**src/rtl/addsub_pkg.sv**
```systemverilog
// Shared definitions for the add/sub arbiter slice.
//   state_t  : FSM state encoding (IDLE, EXEC, DONE)
//   NUM_REQ  : number of requesters sharing the datapath
//   ADD/SUB  : per-requester op select codes
package addsub_pkg;

    typedef enum logic [1:0] {
        IDLE = 2'd0,
        EXEC = 2'd1,
        DONE = 2'd2
    } state_t;

    localparam int NUM_REQ = 2;

    localparam logic ADD = 1'b0;
    localparam logic SUB = 1'b1;

endpackage

```
**src/rtl/addsub_core.sv**
```systemverilog
// Combinational WIDTH-bit add/subtract datapath.
//   a_in, b_in : operands
//   op_in      : ADD or SUB (a - b)
//   sum_out    : result modulo 2^WIDTH
//   carry_out  : carry out of the MSB (for SUB, 1 = no borrow)
//   ovf_out    : two's-complement overflow
module addsub_core
    import addsub_pkg::*;
#(
    parameter int WIDTH = 4
) (
    input  logic [WIDTH-1:0] a_in,
    input  logic [WIDTH-1:0] b_in,
    input  logic             op_in,
    output logic [WIDTH-1:0] sum_out,
    output logic             carry_out,
    output logic             ovf_out
);

    logic [WIDTH-1:0] b_eff;

    // Subtraction as a + ~b + 1; op doubles as the carry-in.
    always_comb begin
        b_eff = (op_in == SUB) ? ~b_in : b_in;
        {carry_out, sum_out} = {1'b0, a_in} + {1'b0, b_eff} + {{WIDTH{1'b0}}, op_in};
        ovf_out = (a_in[WIDTH-1] == b_eff[WIDTH-1]) && (sum_out[WIDTH-1] != a_in[WIDTH-1]);
    end

endmodule

```
**src/rtl/addsub_arb.sv**
```systemverilog
// Two-requester round-robin scheduler in front of one shared add/sub unit.
//   clk_in, reset_in       : clock, async active-high reset
//   req_in, op_in          : per-requester request and op select
//   a0_in/b0_in, a1_in/b1_in : per-requester operands
//   gnt_out                : one-hot grant (Mealy, capture cycle)
//   sum_out/carry_out/ovf_out : registered result and flags
//   id_out                 : requester owning the current result
//   valid_out              : one-cycle new-result pulse
//   busy_out               : high in EXEC
//
// state | meaning
// IDLE  | no operation in flight
// EXEC  | latched operation is being computed
// DONE  | result presented; may grant the next operation
module addsub_arb
    import addsub_pkg::*;
#(
    parameter int WIDTH = 4
) (
    input  logic               clk_in,
    input  logic               reset_in,
    input  logic [NUM_REQ-1:0] req_in,
    input  logic [NUM_REQ-1:0] op_in,
    input  logic [WIDTH-1:0]   a0_in,
    input  logic [WIDTH-1:0]   b0_in,
    input  logic [WIDTH-1:0]   a1_in,
    input  logic [WIDTH-1:0]   b1_in,
    output logic [NUM_REQ-1:0] gnt_out,
    output logic [WIDTH-1:0]   sum_out,
    output logic               carry_out,
    output logic               ovf_out,
    output logic               id_out,
    output logic               valid_out,
    output logic               busy_out
);

    state_t               state_q, state_d;
    logic                 last_q, last_d;
    logic [WIDTH-1:0]     a_q, a_d, b_q, b_d;
    logic                 op_q, op_d;
    logic                 own_q, own_d;
    logic [WIDTH-1:0]     sum_q, sum_d;
    logic                 carry_q, carry_d;
    logic                 ovf_q, ovf_d;
    logic                 rid_q, rid_d;
    logic                 valid_q, valid_d;
    logic                 busy_q, busy_d;
    logic [NUM_REQ-1:0]   gnt;
    logic                 gnt_idx;

    logic [WIDTH-1:0]     core_sum;
    logic                 core_carry;
    logic                 core_ovf;

    addsub_core #(.WIDTH(WIDTH)) u_core (
        .a_in      (a_q),
        .b_in      (b_q),
        .op_in     (op_q),
        .sum_out   (core_sum),
        .carry_out (core_carry),
        .ovf_out   (core_ovf)
    );

    always_comb begin
        state_d = state_q;
        last_d  = last_q;
        a_d     = a_q;
        b_d     = b_q;
        op_d    = op_q;
        own_d   = own_q;
        sum_d   = sum_q;
        carry_d = carry_q;
        ovf_d   = ovf_q;
        rid_d   = rid_q;
        gnt     = '0;
        gnt_idx = 1'b0;

        case (state_q)
            IDLE, DONE: begin
                if (|req_in) begin
                    // On a tie the requester that did not win last time goes.
                    if (&req_in) gnt = last_q ? 2'b01 : 2'b10;
                    else         gnt = req_in;
                    gnt_idx = gnt[1];
                    a_d     = gnt_idx ? a1_in : a0_in;
                    b_d     = gnt_idx ? b1_in : b0_in;
                    op_d    = op_in[gnt_idx];
                    own_d   = gnt_idx;
                    last_d  = gnt_idx;
                    state_d = EXEC;
                end else begin
                    state_d = IDLE;
                end
            end
            EXEC: begin
                sum_d   = core_sum;
                carry_d = core_carry;
                ovf_d   = core_ovf;
                rid_d   = own_q;
                state_d = DONE;
            end
            default: state_d = IDLE;
        endcase

        valid_d = (state_d == DONE);
        busy_d  = (state_d == EXEC);
    end

    always_ff @(posedge clk_in or posedge reset_in) begin
        if (reset_in) begin
            state_q <= IDLE;
            last_q  <= 1'b1;
            a_q     <= '0;
            b_q     <= '0;
            op_q    <= ADD;
            own_q   <= 1'b0;
            sum_q   <= '0;
            carry_q <= 1'b0;
            ovf_q   <= 1'b0;
            rid_q   <= 1'b0;
            valid_q <= 1'b0;
            busy_q  <= 1'b0;
        end else begin
            state_q <= state_d;
            last_q  <= last_d;
            a_q     <= a_d;
            b_q     <= b_d;
            op_q    <= op_d;
            own_q   <= own_d;
            sum_q   <= sum_d;
            carry_q <= carry_d;
            ovf_q   <= ovf_d;
            rid_q   <= rid_d;
            valid_q <= valid_d;
            busy_q  <= busy_d;
        end
    end

    // Grant is Mealy on req_in; forced low while reset is held.
    assign gnt_out   = reset_in ? '0 : gnt;
    assign sum_out   = sum_q;
    assign carry_out = carry_q;
    assign ovf_out   = ovf_q;
    assign id_out    = rid_q;
    assign valid_out = valid_q;
    assign busy_out  = busy_q;

endmodule

```
**config.mk**
```make
export PLATFORM = sky130hd
export DESIGN_NAME = addsub_arb
export DESIGN_NICKNAME = d
export VERILOG_FILES = /design/src/rtl/addsub_pkg.sv /design/src/rtl/addsub_core.sv /design/src/rtl/addsub_arb.sv
export SDC_FILE = /design/constraint.sdc
export NUM_CORES = 1
export LEC_CHECK = 0
export CELL_PAD_IN_SITES_DETAIL_PLACEMENT = 1
export CELL_PAD_IN_SITES_GLOBAL_PLACEMENT = 1
export CORE_ASPECT_RATIO = 1.4
export CORE_MARGIN = 3
export CORE_UTILIZATION = 37
export DETAILED_ROUTE_END_ITERATION = 10
export HOLD_SLACK_MARGIN = 0.05
export PLACE_DENSITY = 0.89
export SLEW_MARGIN = 20
export SYNTH_ARGS = -nofsm -noshare
export SYNTH_HDL_FRONTEND = slang
export SYNTH_HIERARCHICAL = 1
export SYNTH_SLANG_ARGS = --single-unit
```
**constraint.sdc**
```tcl
create_clock -name clk_in -period 6.58 [get_ports clk_in]
set_clock_uncertainty 0.15 [all_clocks]
set_input_delay 1.316 -clock clk_in [delete_from_list [all_inputs] [get_ports clk_in]]
set_output_delay 1.316 -clock clk_in [all_outputs]
set_load 0.01 [all_outputs]
```
==> out/summary.txt, run 1 <==
status - completed
die width - 51.4 µm
Warnings, synthesis - 6
crit path kind - in2out
Power Total - 508 µW
RSZ-0062 raised after global routing - false
initial core utilization - 39.6%
fraction of synthesized area in multiplexers - 9.13%
vias in the first global route - 911
top-count cell post-synth - dfrtp_1
CTS tree - built
most frequent cells after synthesis - dfrtp_1, nand2_1, a31oi_1, nor2_1, mux2_2
VDD IR max - 0.138 mV
global-route wire length before repair - 4420 µm
post-route clock period utilization - 70.4%
final instance area - 1440 µm²
Worst-Margin Slew - 0.831 ns
Slew HR - 44.5%
sequential-to-total area share from yosys stat - 49.3%
area grow syn2layout - 34.5%
Core ar. - 2700 µm²
top-area cell type share of the netlist area - 46.8%
Post-DRT Antenna Nets - 0
# rows - 22
Final Wtd Congestion - 0.738
Routed WL - 2670 µm
Post-DP Area - 1410 µm²
hold crit path type - reg2reg
antenna cell count - 0
LEAKAGE - 0.000625 µW
hpwl dp - 2170 µm
worst reg-to-reg setup slack - 4.34 ns
setup violators final - 0
Cell Area, Synth - 1070 µm²
final net count - 160
DIE HEIGHT - 69.6 µm
gr usage total - 16.7%
reg2reg path depth - 6
Final Critical Period - 4.63 ns
post-layout util - 53.3%
DR vias/cell - 5.05
Syn Nets - 127
Async SR Flop Fraction - 100%
worst skew pair latency - 0.31 ns
Worst EP required - 5.11 ns
Initial DRC Count - 5
total CTS buffers - 3
Pwr Density - 354 nW/µm²
per-cell routed wire length - 15.8 µm
Fmax - 0.216 GHz
Port Buffers - 32
hold buffer count at CTS - 0
WP data arrival - 3.16 ns
Max clock buf depth - 2
Post-Route Setup TNS - 0 ns
initial antenna violation count - 0
Max-cap violations - 0
Yosys cell types - 26
Post-synth EDFFs - 0
gr ovfl total - 0
Setup crit start - reset_in
R2R Path End - ovf_out
largest net degree at the start of global routing - 23
Slew Limit Fails - 0
Main synth FF type - dfrtp_1
XOR/XNOR Fraction of Synth Area - 4.92%
mean area per synthesized cell - 10.6 µm²
crit-path max FO - 22
worst setup path end - gnt_out[0]
Startpoint Class - input pin
TritonRoute pass-1 iters - 2
drt drc - 0
Simple-Gate Fraction of Synth Area - 12.4%
pre-CTS setup slack - 1.89 ns
Area contributors post-synth - dfrtp_1, nand2_1, mux2_2, a31oi_1, xor2_1
area leader, netlist - dfrtp_1
setup slack after layout - 1.95 ns
main combinational cell family by area after synthesis - compound AO/OA/AOI/OAI gates
CTS H-tree lvls - 1
Vias - 853
Synth Area in Adders - 5.39%
layout cell share with drive strength beyond 1 - 12.8%
CTS resizes - 0
Compound-Gate Fraction of Synth Area - 15.3%
cells after synthesis - 101
number of post-CTS setup repair buffers - 0
area of the die - 3580 µm²
# clock sinks - 21
crit end category - output pin
Root Buffer - clkbuf_4
reg-to-reg startpoint - op_q
I/O Pins - 33
Reg clk slew, reported paths - 0.12 ns
final hold vios - 0
post-synthesis register bit count - 21
## sequential cells by signal, summed over array words and instances (netlist names)
name	count
a_q	4
b_q	4
op_q	1
sum_out	4
carry_out	1
last_q	1
ovf_out	1
id_out	1
state_q	2
own_q	1
busy_out	1
## logic make-up (layout without fill, tap and decap cells)
family                     count (synthesis)  count (layout)
AOI/OAI and AO/OA                         21              21
xor gates and xnor gates                   6               6
adders and majority gates                  4               4
buffers and inverters                      8              40
DFF                                       21              21
muxes                                      8               8
and+or+nand+nor                           33              33
## power by group
group | switching [µW] | internal [µW] | total (µW) | leakage, µW
registers | 28.4 | 169 | 197 | 0.000245
clock network | 40.6 | 23.7 | 64.3 | 0.0000150
logic | 109 | 138 | 247 | 0.000365
## stage by stage
stage | hold slack (ns) | instances
4_1_cts | 0.384 | 169
6_report | 0.379 | 169
3_5_place_dp | 0.355 | 165
5_1_grt | 0.398 | 169
2_1_floorplan | 0.320 | 101
3_3_place_gp | 0.314 | 165
## per-layer routing
metal	vias to the layer above	track usage, %	share of wire (%)	wire [µm]
met5	-	0	0	0
met4	0	10.2	3.6	97
met3	8	1.08	3.0	80
met2	22	31.0	57	1530
met1	413	17.1	36	956
li1	410	-	-	-
## final cells by class
cell class,count,area [µm²]
Fill cell,314,1260
Tap cell,36,45.0
Inverter,4,15.0
Timing Repair Buffer,32,320
Multi-Input combinational cell,72,504
Sequential cell,21,527
Clock buffer,4,26.3
## worst max-delay path: stages
cell,delay [ns]
clkdlybuf4s50_1,0.42
inv_1,0.62
and3_1,0.27
clkdlybuf4s50_1,0.54
## how the worst min path moves through the flow
stage / startpoint / cells past startpoint / to
finish: id_out / 2 / id_out
global route: ovf_out / 1 / ovf_out
CTS: sum_out[2] / 1 / sum_out[2]
detailed placement: sum_out[2] / 1 / sum_out[2]
global placement: id_out / 2 / id_out
floorplan: own_q / 2 / own_q
## cell usage in the layout, fill, tap and decap left out, types with 2 or more instances in the layout
cell type,n
a21o_1,3
a31oi_1,10
clkbuf_4,3
clkdlybuf4s50_1,32
dfrtp_1,20
ha_1,3
inv_1,4
mux2_2,6
mux2_4,2
nand2_1,19
nor2_1,10
o21ba_2,2
xor2_1,5
Note: power is estimated with default switching activity, not from simulation.
==> run 2: changes to the inputs <==
--- a/config.mk
+++ b/config.mk
@@ -9,10 +9,10 @@
 export CELL_PAD_IN_SITES_GLOBAL_PLACEMENT = 1
 export CORE_ASPECT_RATIO = 1.4
 export CORE_MARGIN = 3
-export CORE_UTILIZATION = 37
+export CORE_UTILIZATION = 31
 export DETAILED_ROUTE_END_ITERATION = 10
 export HOLD_SLACK_MARGIN = 0.05
-export PLACE_DENSITY = 0.89
+export PLACE_DENSITY = 0.8
 export SLEW_MARGIN = 20
 export SYNTH_ARGS = -nofsm -noshare
 export SYNTH_HDL_FRONTEND = slang
==> constraint.sdc (replaced) <==
create_clock -name clk_in -period 3.9 [get_ports clk_in]
set_clock_uncertainty 0.15 [all_clocks]
set_input_delay 0.78 -clock clk_in [delete_from_list [all_inputs] [get_ports clk_in]]
set_output_delay 0.78 -clock clk_in [all_outputs]
set_load 0.01 [all_outputs]
==> run 2 against run 1 <==
  * Global-route usage shrank 4.6 points
  * Routed wire length shrank 12%
  * Sequential power grew 68%
  * Clock power is 120% higher
==> out/summary.txt, run 2 (synthesis results as in run 1) <==
layout cell share with drive strength beyond 1 - 14.8%
Post-Route Setup TNS - 0 ns
Routed WL - 2360 µm
CP peak stage delay - 0.57 ns
Port Buffers - 32
pre-CTS setup slack - 0.556 ns
antenna cell count - 0
clock power share - 16.5%
Max-cap violations - 0
hold crit path type - reg2reg
NetSw - 287 µW
gr ovfl total - 0
total CTS buffers - 3
crit-path max FO - 12
CP most frequent cell - clkdlybuf4s50_1
crit end category - output pin
LEAKAGE - 0.000645 µW
setup slack after layout - 0.574 ns
post-route clock period utilization - 85.3%
area grow syn2layout - 38.2%
Hold Slack - 0.360 ns
largest net degree at the start of global routing - 22
gr usage total - 12.0%
worst skew pair latency - 0.26 ns
drt drc - 0
Power Internal - 588 µW
# clock sinks - 21
number of post-CTS setup repair buffers - 0
critical path, cell by cell - clkdlybuf4s50_1 -> a21bo_2 -> nor3_1 -> clkdlybuf4s50_1
CTS resizes - 0
Final Critical Period - 3.33 ns
Slew Limit Fails - 0
I/O Pins - 33
Root Buffer - clkbuf_8
Slew HR - 74.7%
Seq. cell area - 527 µm²
multi-input logic area - 504 µm²
Seq pwr share - 37.7%
Worst-Margin Slew - 0.379 ns
die width - 55.6 µm
final net count - 162
Vias - 859
CTS tree - built
WP buf/inv - 2
Core ar. - 3210 µm²
RSZ-0062 raised after global routing - false
status - completed
Switching Share - 32.8%
Startpoint Class - input pin
TritonRoute pass-1 iters - 4
Post-DRT Antenna Nets - 0
Top Family by Delay on Critical Path - buffers and inverters
most common cell after layout, fill and taps aside - clkdlybuf4s50_1
Final Wtd Congestion - 0.737
global-route wire length before repair - 4020 µm
hold buffer count at CTS - 0
area of the die - 4200 µm²
Fmax - 0.301 GHz
Reg clk slew, reported paths - 0.08 ns
DR vias/cell - 4.94
Max clock buf depth - 2
Worst EP required - 2.97 ns
Pwr Density - 593 nW/µm²
Comb pwr share - 45.9%
initial antenna violation count - 0
VDD IR max - 0.229 mV
Filler cells - 362
Power Total - 875 µW
per-cell routed wire length - 13.5 µm
WP data arrival - 2.40 ns
slowest stage cell on the critical path - clkdlybuf4s50_1
setup violators final - 0
final hold vios - 0
crit path kind - in2out
most frequent cells in the layout - clkdlybuf4s50_1, dfrtp_1, nand2_1, nor2_1, a31oi_1
CTS H-tree lvls - 1
post-layout util - 46.0%
# rows - 24
initial core utilization - 33.3%
DIE HEIGHT - 75.5 µm
Initial DRC Count - 8
vias in the first global route - 925
hpwl dp - 1980 µm
==> run 2: layout make-up <==
type	count	share of cell area, %
clock buffer	3	2.80
clock inverter	1	0.339
inverter	4	1.02
multi-input combinational	72	34.2
sequential	21	35.7
tap	39	3.31
timing repair buffer	34	22.7
==> run 2: metrics by stage <==
| stage | cell area [µm²] | std cells |
|---|---|---|
| floorplan | 1070 | 101 |
| finish | 1480 | 174 |
| CTS | 1480 | 174 |
| detailed placement | 1430 | 170 |
| global route | 1480 | 174 |
| global placement | 1430 | 170 |
==> run 2: path summary, 6_finish.rpt <==
check / from / end / slack (ns) / cells after the start
setup / recovery: req_in[1] / gnt_out[1] / 0.57 / 4
hold / removal: sum_out[0] / sum_out[0] / 0.36 / 1
setup reg to reg: op_q / ovf_out / 1.68 / 6
hold reg to reg: sum_out[0] / sum_out[0] / 0.36 / 1
max in group asynchronous: reset_in / last_q / 2.57 / 3
min in group asynchronous: reset_in / state_q[0] / 0.76 / 3
==> run 2: metal layers <==
metal	GRT usage (%)	share of wire [%]
met4	5.68	2.7
met2	25.1	56
met1	12.0	37
met5	0	0
met3	1.02	5.0
==> run 2: worst register-to-register path, stage by stage, from the launching register on <==
cell	delay [ns]
dfrtp_1	0.45
xor2_1	0.19
ha_1	0.36
a21o_1	0.22
a31oi_4	0.17
mux2_4	0.31
mux2_2	0.25
==> run 2: power groups by stage <==
stage                     Sequential [µW]  Clock, µW  Combinational (µW)
after floorplan                       345          0                 247
after global placement                331          0                 388
after detailed placement              336          0                 408
after CTS                             332        148                 409
after global routing                  340        156                 442
final                                 330        144                 402
